**src/rtl/sockit_spi_sdiv.sv**
```systemverilog
// SPI master serializer/deserializer with an internal SCLK divider.
// Supports 3-wire, single, dual and quad IO, programmable length and bit order.
module sockit_spi_sdiv #(
    parameter int SSW = 8,
    parameter int SDW = 8,
    parameter int SDL = 3,
    parameter int CDW = 8,
    parameter int QCO = SDL + 7,
    parameter int QCI = 4,
    parameter int QDW = 4 * SDW
) (
    input  logic           spi_sclk,
    input  logic           rst,
    input  logic [CDW-1:0] cfg_div,
    input  logic           cfg_pol,
    input  logic           cfg_pha,
    input  logic           cfg_dir,
    input  logic [SSW-1:0] cfg_sss,
    input  logic           quo_vld,
    input  logic [QCO-1:0] quo_ctl,
    input  logic [QDW-1:0] quo_dat,
    output logic           quo_rdy,
    output logic           qui_vld,
    output logic [QCI-1:0] qui_ctl,
    output logic [QDW-1:0] qui_dat,
    input  logic           qui_rdy,
    output logic           sclk_o,
    input  logic [3:0]     sio_i,
    output logic [3:0]     sio_o,
    output logic [3:0]     sio_e,
    output logic [SSW-1:0] ss_o
);

    typedef enum logic [1:0] {IDLE = 2'd0, SHIFT = 2'd1, DONE = 2'd2} state_t;

    // Both queues use valid/ready: a word moves on a rising edge where valid and ready are both high;
    // valid, once raised, holds its payload stable until that edge.

    state_t           state_q, state_d;
    logic [CDW-1:0]   div_q, div_d;
    logic             half_q, half_d;
    logic [SDL-1:0]   bit_q, bit_d;
    logic             tgl_q, tgl_d;
    logic             cke_q, cke_d;
    logic             die_q, die_d;
    logic [1:0]       iom_q, iom_d;
    logic             lst_q, lst_d;
    logic [SDL-1:0]   len_q, len_d;
    logic [QDW-1:0]   sh_q, sh_d;
    logic [3:0]       smp_q, smp_d;
    logic             qvld_q, qvld_d;
    logic [SSW-1:0]   ss_q, ss_d;
    logic [3:0]       sioe_q, sioe_d;

    logic       hp_end, lead_end, trail_end, last_bit, do_smp, do_shift;
    logic [3:0] sin, ins, lane_use;

    function automatic logic [3:0] lane_mask(input logic [1:0] iom);
        case (iom)
            2'd3:    lane_mask = 4'b1111;
            2'd2:    lane_mask = 4'b0011;
            default: lane_mask = 4'b0001;
        endcase
    endfunction

    always_ff @(posedge spi_sclk or posedge rst) begin
        if (rst) begin
            state_q <= IDLE;
            div_q   <= '0;
            half_q  <= 1'b0;
            bit_q   <= '0;
            tgl_q   <= 1'b0;
            cke_q   <= 1'b0;
            die_q   <= 1'b0;
            iom_q   <= '0;
            lst_q   <= 1'b0;
            len_q   <= '0;
            sh_q    <= '0;
            smp_q   <= '0;
            qvld_q  <= 1'b0;
            ss_q    <= '0;
            sioe_q  <= '0;
        end else begin
            state_q <= state_d;
            div_q   <= div_d;
            half_q  <= half_d;
            bit_q   <= bit_d;
            tgl_q   <= tgl_d;
            cke_q   <= cke_d;
            die_q   <= die_d;
            iom_q   <= iom_d;
            lst_q   <= lst_d;
            len_q   <= len_d;
            sh_q    <= sh_d;
            smp_q   <= smp_d;
            qvld_q  <= qvld_d;
            ss_q    <= ss_d;
            sioe_q  <= sioe_d;
        end
    end

    always_comb begin
        state_d = state_q;
        div_d   = div_q;
        half_d  = half_q;
        bit_d   = bit_q;
        tgl_d   = tgl_q;
        cke_d   = cke_q;
        die_d   = die_q;
        iom_d   = iom_q;
        lst_d   = lst_q;
        len_d   = len_q;
        sh_d    = sh_q;
        smp_d   = smp_q;
        qvld_d  = qvld_q;
        ss_d    = ss_q;
        sioe_d  = sioe_q;

        lane_use  = lane_mask(iom_q);
        sin       = {sio_i[3:1], (iom_q == 2'd0) ? sio_i[0] : sio_i[1]};
        if (!die_q) sin = '0;
        hp_end    = (state_q == SHIFT) && (div_q == '0);
        lead_end  = hp_end && !half_q;
        trail_end = hp_end && half_q;
        last_bit  = (bit_q == len_q);
        do_smp    = cfg_pha ? trail_end : lead_end;
        // With pha=1 the last sample has no following leading edge, so it is shifted in directly.
        do_shift  = cfg_pha ? ((lead_end && (bit_q != '0)) || (trail_end && last_bit)) : trail_end;
        ins       = (cfg_pha && trail_end) ? sin : smp_q;

        case (state_q)
            IDLE: begin
                tgl_d = 1'b0;
                if (quo_vld && quo_rdy) begin
                    cke_d   = quo_ctl[0];
                    die_d   = quo_ctl[3];
                    iom_d   = quo_ctl[5:4];
                    lst_d   = quo_ctl[6];
                    len_d   = quo_ctl[7 +: SDL];
                    sh_d    = quo_dat;
                    ss_d    = {SSW{quo_ctl[1]}} & cfg_sss;
                    sioe_d  = quo_ctl[2] ? lane_mask(quo_ctl[5:4]) : 4'b0000;
                    div_d   = cfg_div;
                    half_d  = 1'b0;
                    bit_d   = '0;
                    smp_d   = '0;
                    state_d = SHIFT;
                end
            end
            SHIFT: begin
                if (hp_end) begin
                    div_d  = cfg_div;
                    half_d = !half_q;
                    if (cke_q) tgl_d = !tgl_q;
                end else begin
                    div_d = div_q - 1'b1;
                end
                if (do_smp) smp_d = sin;
                if (do_shift) begin
                    for (int k = 0; k < 4; k++) begin
                        if (lane_use[k]) begin
                            sh_d[k*SDW +: SDW] = cfg_dir ? {sh_q[k*SDW +: SDW-1], ins[k]}
                                                         : {ins[k], sh_q[k*SDW+1 +: SDW-1]};
                        end
                    end
                end
                if (trail_end) begin
                    if (last_bit) begin
                        state_d = DONE;
                        tgl_d   = 1'b0;
                        qvld_d  = die_q;
                    end else begin
                        bit_d = bit_q + 1'b1;
                    end
                end
            end
            DONE: begin
                tgl_d = 1'b0;
                if (!die_q) begin
                    state_d = IDLE;
                end else if (qvld_q && qui_rdy) begin
                    qvld_d  = 1'b0;
                    state_d = IDLE;
                end
            end
            default: state_d = IDLE;
        endcase
    end

    always_comb begin
        sio_o = '0;
        for (int k = 0; k < 4; k++) begin
            sio_o[k] = cfg_dir ? sh_q[k*SDW + SDW - 1] : sh_q[k*SDW];
        end
    end

    assign quo_rdy = (state_q == IDLE) && !qvld_q;
    assign qui_vld = qvld_q;
    assign qui_ctl = QCI'({lst_q, iom_q});
    assign qui_dat = sh_q;
    assign sclk_o  = cfg_pol ^ tgl_q;
    assign sio_e   = sioe_q;
    assign ss_o    = ss_q;

endmodule
```
**config.mk**
```make
export PLATFORM = sky130hd
export DESIGN_NAME = sockit_spi_sdiv
export DESIGN_NICKNAME = d
export VERILOG_FILES = /design/src/rtl/sockit_spi_sdiv.sv
export SDC_FILE = /design/constraint.sdc
export NUM_CORES = 1
export LEC_CHECK = 0
export ABC_AREA = 1
export BUFFER_PORTS_ARGS = -buffer_cell sky130_fd_sc_hd__clkbuf_2
export CAP_MARGIN = 25
export CORE_ASPECT_RATIO = 2
export CORE_MARGIN = 2
export CORE_UTILIZATION = 40
export CTS_CLUSTER_SIZE = 16
export DETAILED_ROUTE_END_ITERATION = 16
export PLACE_DENSITY = 0.72
export SYNTH_ARGS = -nofsm -noshare
export SYNTH_HDL_FRONTEND = slang
export SYNTH_SLANG_ARGS = --single-unit
```
**constraint.sdc**
```tcl
create_clock -name spi_sclk -period 2.2 [get_ports spi_sclk]
set_input_delay 0.33 -clock spi_sclk [delete_from_list [all_inputs] [get_ports spi_sclk]]
set_output_delay 0.33 -clock spi_sclk [all_outputs]
set_load 0.03 [all_outputs]
```
==> impl_results.md, run 1 <==
* Share of flip-flops with an asynchronous set or reset at 1.00
* GRT Total Usage at 0.207
* Total number of vias at slightly above 4000
* # clock sinks at 71
* Max VDD drop at ~0.49 mV
* Row cnt at 52
* Post-DP Area at around 0.0048 mm^2
* First-pass GRT wire length at roughly 18000 um
* Synth Net Count at about 650
* Netlist cell types at 34
* CP startpoint kind: register
* Fin nets at roughly 760
* Synthesis-to-finish area growth at 25.9%
* Starting Density at 0.405
* Met3 Usage GRT at 0.0407
* Post-synth EDFFs at 0
* Fin area at around 0.005 mm^2
* Post-Syn Instances at 573
* Post-synthesis register bit count at 71
* Tcrit/Tclk final at 0.898
* Max Clk Rate at 506 MHz
* Yosys top cell area share at 0.438
* Final min period at about 2000 ps
* Layout cell share with drive strength beyond 1 at 0.245
* Final Max Tran Viols at 0
* Grt peak-use layer: met2
* Setup crit end kind: register
* Clock Skew at roughly 8.5 ps
* Leak pwr at about 2.7 nW
* Post-synth top area cell: dfrtp_1
* Critical R2R Capture: qui_dat[8]
* Largest net degree at the start of global routing at about 70
* Max-Cap Viols at 0
* Initial antenna violation count at 0
* Die H at 146 um
* Num ports at approximately 120
* DP Cell Count at between 800 and 900
* Post-CTS Hold Buffers at 0
* WL/cell at 12.9 um
* DRT Wirelength at ~11000 um
* # diodes at 0
* Reg2reg setup slack at about 220 ps
* CTS buffer count at 9
* HPWL Detailed at 8090 um
* Post-synth top flop: dfrtp_1
* I/O Buffers at approximately 120
* Met1 Use GR at 0.231
* Reg2reg start: div_q[0]
* Syn avg cell area at 7.09 um^2
* Via density at 4.99
* Clock slew seen by the registers of the worst setup and hold paths at ~60 ps
* Area contributors post-synth: dfrtp_1 (44%), nand2_1 (20%), o21ai_0 (9.1%)
* PostCTS Resize Cnt at 0
* Residual DRC at 0
* Crit Path Category: register to register
* Die width at between 70 and 80 um
* Min-delay worst type: input port to asynchronous set/reset pin
* Most frequent cells in the layout: nand2_1 (211), clkbuf_2 (122), o21ai_0 (74)
* Final global-route overflow total at 0
* CTS root buf: clkbuf_16
* CP max FO at 14
* Req. time, crit path at 2420 ps
* Commonest non-fill, non-tap cell in the layout: nand2_1
* Arrival time worst endpoint at 2200 ps
* Final setup fails at 0
* Postcts setup bufs at 0
* Total core area at 0.0100 mm^2
* Clk_lat worst skew at around 340 ps
* Seq/Total Area, Yosys at 0.438
* Met2 usage at 0.353
* Yosys Warn Count at 0
* CTS max path bufs at 2
* H-tree depth at 3
* DRT iter0 DRCs at around 210
* Die footprint at 0.0110 mm^2
* Synthesized area at a little over 0.004 mm^2
* Unrepaired setup endpoints after global routing: no
* Final Hold Fails at 0
* Pwr/cell area at slightly above 600 mW/mm^2
* Finished Layout Cells at 829
* R2R cell count at 11
* Final setup TNS at 0 ps
* Initial DRT Pass Iterations at 5
* Status: finished, final reports clean
* CTS tree: yes
* Placer congestion estimate at 0.876
* Number of global-route vias before repair at 3948
* Post-route ant nets at 0
## cell usage after synthesis (2+ instances only)
| cell | n |
|---|---|
| buf_1 | 2 |
| o21a_1 | 2 |
| dfrtp_1 | 71 |
| xnor2_1 | 2 |
| buf_6 | 2 |
| o21ai_0 | 74 |
| nand3_1 | 29 |
| nand4_1 | 4 |
| inv_2 | 4 |
| nor2_2 | 5 |
| buf_2 | 6 |
| a21oi_1 | 18 |
| nand2_2 | 5 |
| buf_4 | 5 |
| nor3_1 | 2 |
| ha_1 | 3 |
| inv_1 | 39 |
| nand2_1 | 211 |
| xor2_1 | 3 |
| nor2_1 | 47 |
| o211ai_1 | 5 |
| o21ai_1 | 10 |
| clkbuf_1 | 13 |
## area by class of cell
type / count / area, um^2
sequential: 71 / 1780
clock buffer: 9 / 225
multi-input combinational: 430 / 1970
fill: 1009 / 4910
tap: 135 / 169
inverter: 44 / 168
timing repair buffer: 133 / 706
clock inverter: 7 / 96.3
## worst max-delay path by stage
stage | startpoint | endpoint | slack, ps | depth (start not counted)
2_1_floorplan | rst | bit_q[0] | 70 | 1
3_3_place_gp | div_q[0] | qui_dat[24] | 300 | 11
3_5_place_dp | div_q[0] | qui_dat[31] | 240 | 11
4_1_cts | div_q[0] | qui_dat[31] | 220 | 11
5_1_grt | div_q[0] | qui_dat[23] | 60 | 11
6_report | div_q[0] | qui_dat[8] | 220 | 11
## power by group
group	switching (mW)	internal (mW)
Clock	0.555	0.995
Sequential	0.0118	1.32
Combinational	0.149	0.0943
## per-stage QoR
step	setup WS (ps)	hold WS (ps)	utilization	total power [mW]
5_1_grt	61.7	82.9	0.510	3.25
6_report	224	48.9	0.510	3.12
2_1_floorplan	73.4	440	-	1.48
3_3_place_gp	298	429	0.478	1.59
3_5_place_dp	237	429	0.478	1.60
4_1_cts	223	67.6	0.510	3.16
## worst max-delay path, stage by stage (launching register included)
cell	delay, ps
dfrtp_1	370
inv_1	110
ha_1	230
nand3_1	130
nor2_4	190
nand4_1	160
nand3_4	150
nand2_8	90
inv_4	150
nand2_2	150
nand2_1	90
nand2_1	50
## cell families (layout without fill, tap and decap cells)
family	count (synthesis)	count (layout)	synth area share
AOI/OAI and AO/OA	112	112	0.145
other	1	1	0.000924
DFF	71	71	0.438
adders and majority gates	3	3	0.00925
buffers and inverters	72	193	0.0774
xor gates and xnor gates	5	5	0.0108
and+or+nand+nor	309	309	0.320
## flip-flops by register name, summed over array words and instances (netlist names), 2 cells and up
| signal | flops |
|---|---|
| len_q | 3 |
| state_q | 2 |
| bit_q | 3 |
| qui_dat | 32 |
| smp_q | 4 |
| sio_e | 3 |
| iom_q | 2 |
| ss_o | 8 |
| div_q | 8 |
## per-layer routing
layer / share of wire / vias up
li1: - / 2064
met1: 0.39 / 1921
met2: 0.53 / 130
met5: 0 / -
met3: 0.050 / 20
met4: 0.031 / 0
Power figures use the tool's default switching activity.
==> run 2, diff against run 1 <==
- CELL_PAD_IN_SITES_DETAIL_PLACEMENT: unset -> 1
- CELL_PAD_IN_SITES_GLOBAL_PLACEMENT: unset -> 1
- CORE_UTILIZATION: 40 -> 33
- PLACE_DENSITY: 0.72 -> 0.82
==> impl_results.md, run 2 (same netlist as run 1, synthesis figures left out) <==
* Starting Density at 0.337 (-0.0684)
* Register area at 0.00178 mm^2 (unchanged)
* Final Hold Fails at 0 (unchanged)
* H-tree depth at 3 (unchanged)
* Synthesis-to-finish area growth at 26.2%
* Post-route ant nets at 0 (unchanged)
* Layout Utilization at 0.425 (-0.0848)
* Crit Path Category: register to register
* Status: finished, final reports clean
* Combinational power share at 0.080 (+0.002)
* Layout cell share with drive strength beyond 1 at 0.241 (-0.00363)
* I/O Buffers at 122 (unchanged)
* Final min period at 2020 ps (+42.0 ps)
* Final setup TNS at 0 ps (unchanged)
* R2R cell count at 11 (unchanged)
* Num ports at 124 (unchanged)
* Total power at 3.13 mW (+0.37%)
* Arrival time worst endpoint at 2240 ps (+40 ps)
* Multi-input logic area at 0.00197 mm^2 (unchanged)
* Reg2reg setup slack at 180 ps (-40 ps)
* Die width at 82.4 um (+9.6%)
* CTS buffer count at 9 (unchanged)
* Row cnt at 57 (+9.6%)
* # diodes at 0 (unchanged)
* Internal Power at 2.39 mW (-0.43%)
* Clk_lat worst skew at 340 ps (about the same)
* Critical R2R Capture: qui_dat[15]
* Req. time, crit path at 2420 ps (about the same)
* Clock slew seen by the registers of the worst setup and hold paths at 60 ps (about the same)
* Post-DP Area at 0.00479 mm^2 (+0.10%)
* Clock share of power at 0.496 (about the same)
* CTS root buf: clkbuf_16
* WL/cell at 15.9 um (+23%)
* Number of global-route vias before repair at 4481 (+14%)
* Max Clk Rate at 496 MHz (-2.1%)
* Fin area at 0.00512 mm^2 (+0.29%)
* Fin nets at 760 (-0.13%)
* Final Max Tran Viols at 0 (unchanged)
* Unrepaired setup endpoints after global routing: no
* Max VDD drop at 0.511 mV (+4.5%)
* CTS tree: yes
* Most frequent cells in the layout: nand2_1 (211), clkbuf_2 (122), o21ai_0 (74)
* Crit path capture: qui_dat[15]
* Pwr/cell area at 611 mW/mm^2 (about the same)
* CP startpoint kind: register
* Final setup fails at 0 (unchanged)
* Largest register FFs at 32 (unchanged)
* HPWL Detailed at 10000 um (+24%)
* Die H at 161 um (+9.8%)
* Filler Cell Count at 1591 (+58%)
* Initial antenna violation count at 0 (unchanged)
* Min-delay worst type: input port to register
* Final global-route overflow total at 0 (unchanged)
* Sw Pwr at 0.737 mW (+3.0%)
* Tcrit/Tclk final at 0.917 (+0.0191)
* DRT iter0 DRCs at 182 (-15%)
* Placer congestion estimate at 0.860 (-1.8%)
* First-pass GRT wire length at 21800 um (+22%)
* Total core area at 0.0121 mm^2 (+20%)
* Initial DRT Pass Iterations at 4 (-1)
* CP max FO at 14 (unchanged)
* Largest net degree at the start of global routing at 64 (-11%)
* Setup crit end kind: register
* DRT Wirelength at 13400 um (+25%)
* Reg2reg start: div_q[0]
* Commonest non-fill, non-tap cell in the layout: nand2_1
* CTS max path bufs at 2 (unchanged)
* Die footprint at 0.0133 mm^2 (+20%)
* Critical Path Source: div_q[0]
* Max-Cap Viols at 0 (unchanged)
* Hold_ws at 190 ps (+141 ps)
* Residual DRC at 0 (unchanged)
* Clock Skew at 11.6 ps (+3.04 ps)
* Leak pwr at 2.73 nW (-0.38%)
* GRT Total Usage at 0.212 (+0.00561)
* Switching share of total power at 0.235 (+0.00612)
* Total number of vias at 4227 (+2.2%)
* Via density at 5.04 (+1.0%)
* Sequential share of power at 0.424 (about the same)
* # clock sinks at 71 (unchanged)
[run 2: cell count changes in the layout (fill, tap and decap cells not counted)]
cell,before,now
buf_4,10,7
inv_4,1,0
buf_12,1,2
clkinv_4,2,1
dlygate4sd3_1,0,1
clkinvlp_4,0,1
[run 2: final cells by class]
cell class	instances	area share
Inverter	44	0.0332
Timing Repair Buffer	132	0.139
Clock inverter	6	0.0168
Sequential cell	71	0.347
Clock buffer	9	0.0439
Multi-Input combinational cell	430	0.384
Tap cell	147	0.0359
[run 2: worst min-delay path by stage]
stage	startpoint	to	depth (start not counted)
2_1_floorplan	quo_ctl[0]	cke_q	2
3_3_place_gp	rst	ss_o[5]	2
3_5_place_dp	rst	ss_o[5]	2
4_1_cts	quo_ctl[6]	lst_q	3
5_1_grt	quo_ctl[8]	len_q[1]	3
6_report	quo_ctl[6]	lst_q	3
[run 2: power groups by stage]
| stage | clock network [mW] | logic (mW) | registers [mW] |
|---|---|---|---|
| 2_1_floorplan | 0 | 0.118 | 1.36 |
| 5_1_grt | 1.64 | 0.283 | 1.33 |
| 6_report | 1.55 | 0.251 | 1.33 |
| 4_1_cts | 1.60 | 0.257 | 1.33 |
| 3_5_place_dp | 0 | 0.254 | 1.35 |
| 3_3_place_gp | 0 | 0.248 | 1.35 |
[run 2: stage by stage]
| stage | worst slack, ps | instances |
|---|---|---|
| final | 182 | 839 |
| after global placement | 244 | 822 |
| after detailed placement | 141 | 822 |
| after floorplan | 73.4 | 573 |
| after global routing | 7.57 | 839 |
| after CTS | 114 | 838 |
[run 2: worst max-delay path, stage by stage, from the launching register on]
cell and delay [ps]:
dfrtp_1 360, inv_1 110, ha_1 240, nand3_1 150, nor2_4 200, nand4_1 150, nand3_4 160, nand2_8 90
inv_6 150, nand2_2 140, nand2_1 100, nand2_1 60
[run 2: repair_timing]
item,in CTS,in global routing
resized for setup,0,1
hold buffers,1,0
hold endpoints to repair,8,0
buffers inserted,0,1
endpoints found under the setup margin,0,24
[run 2: routing by layer]
metal | wire [um] | track usage
met1 | 4930 | 0.223
met2 | 7700 | 0.401
met3 | 400 | 0.0360
met4 | 332 | 0.0765
met5 | 0 | 0
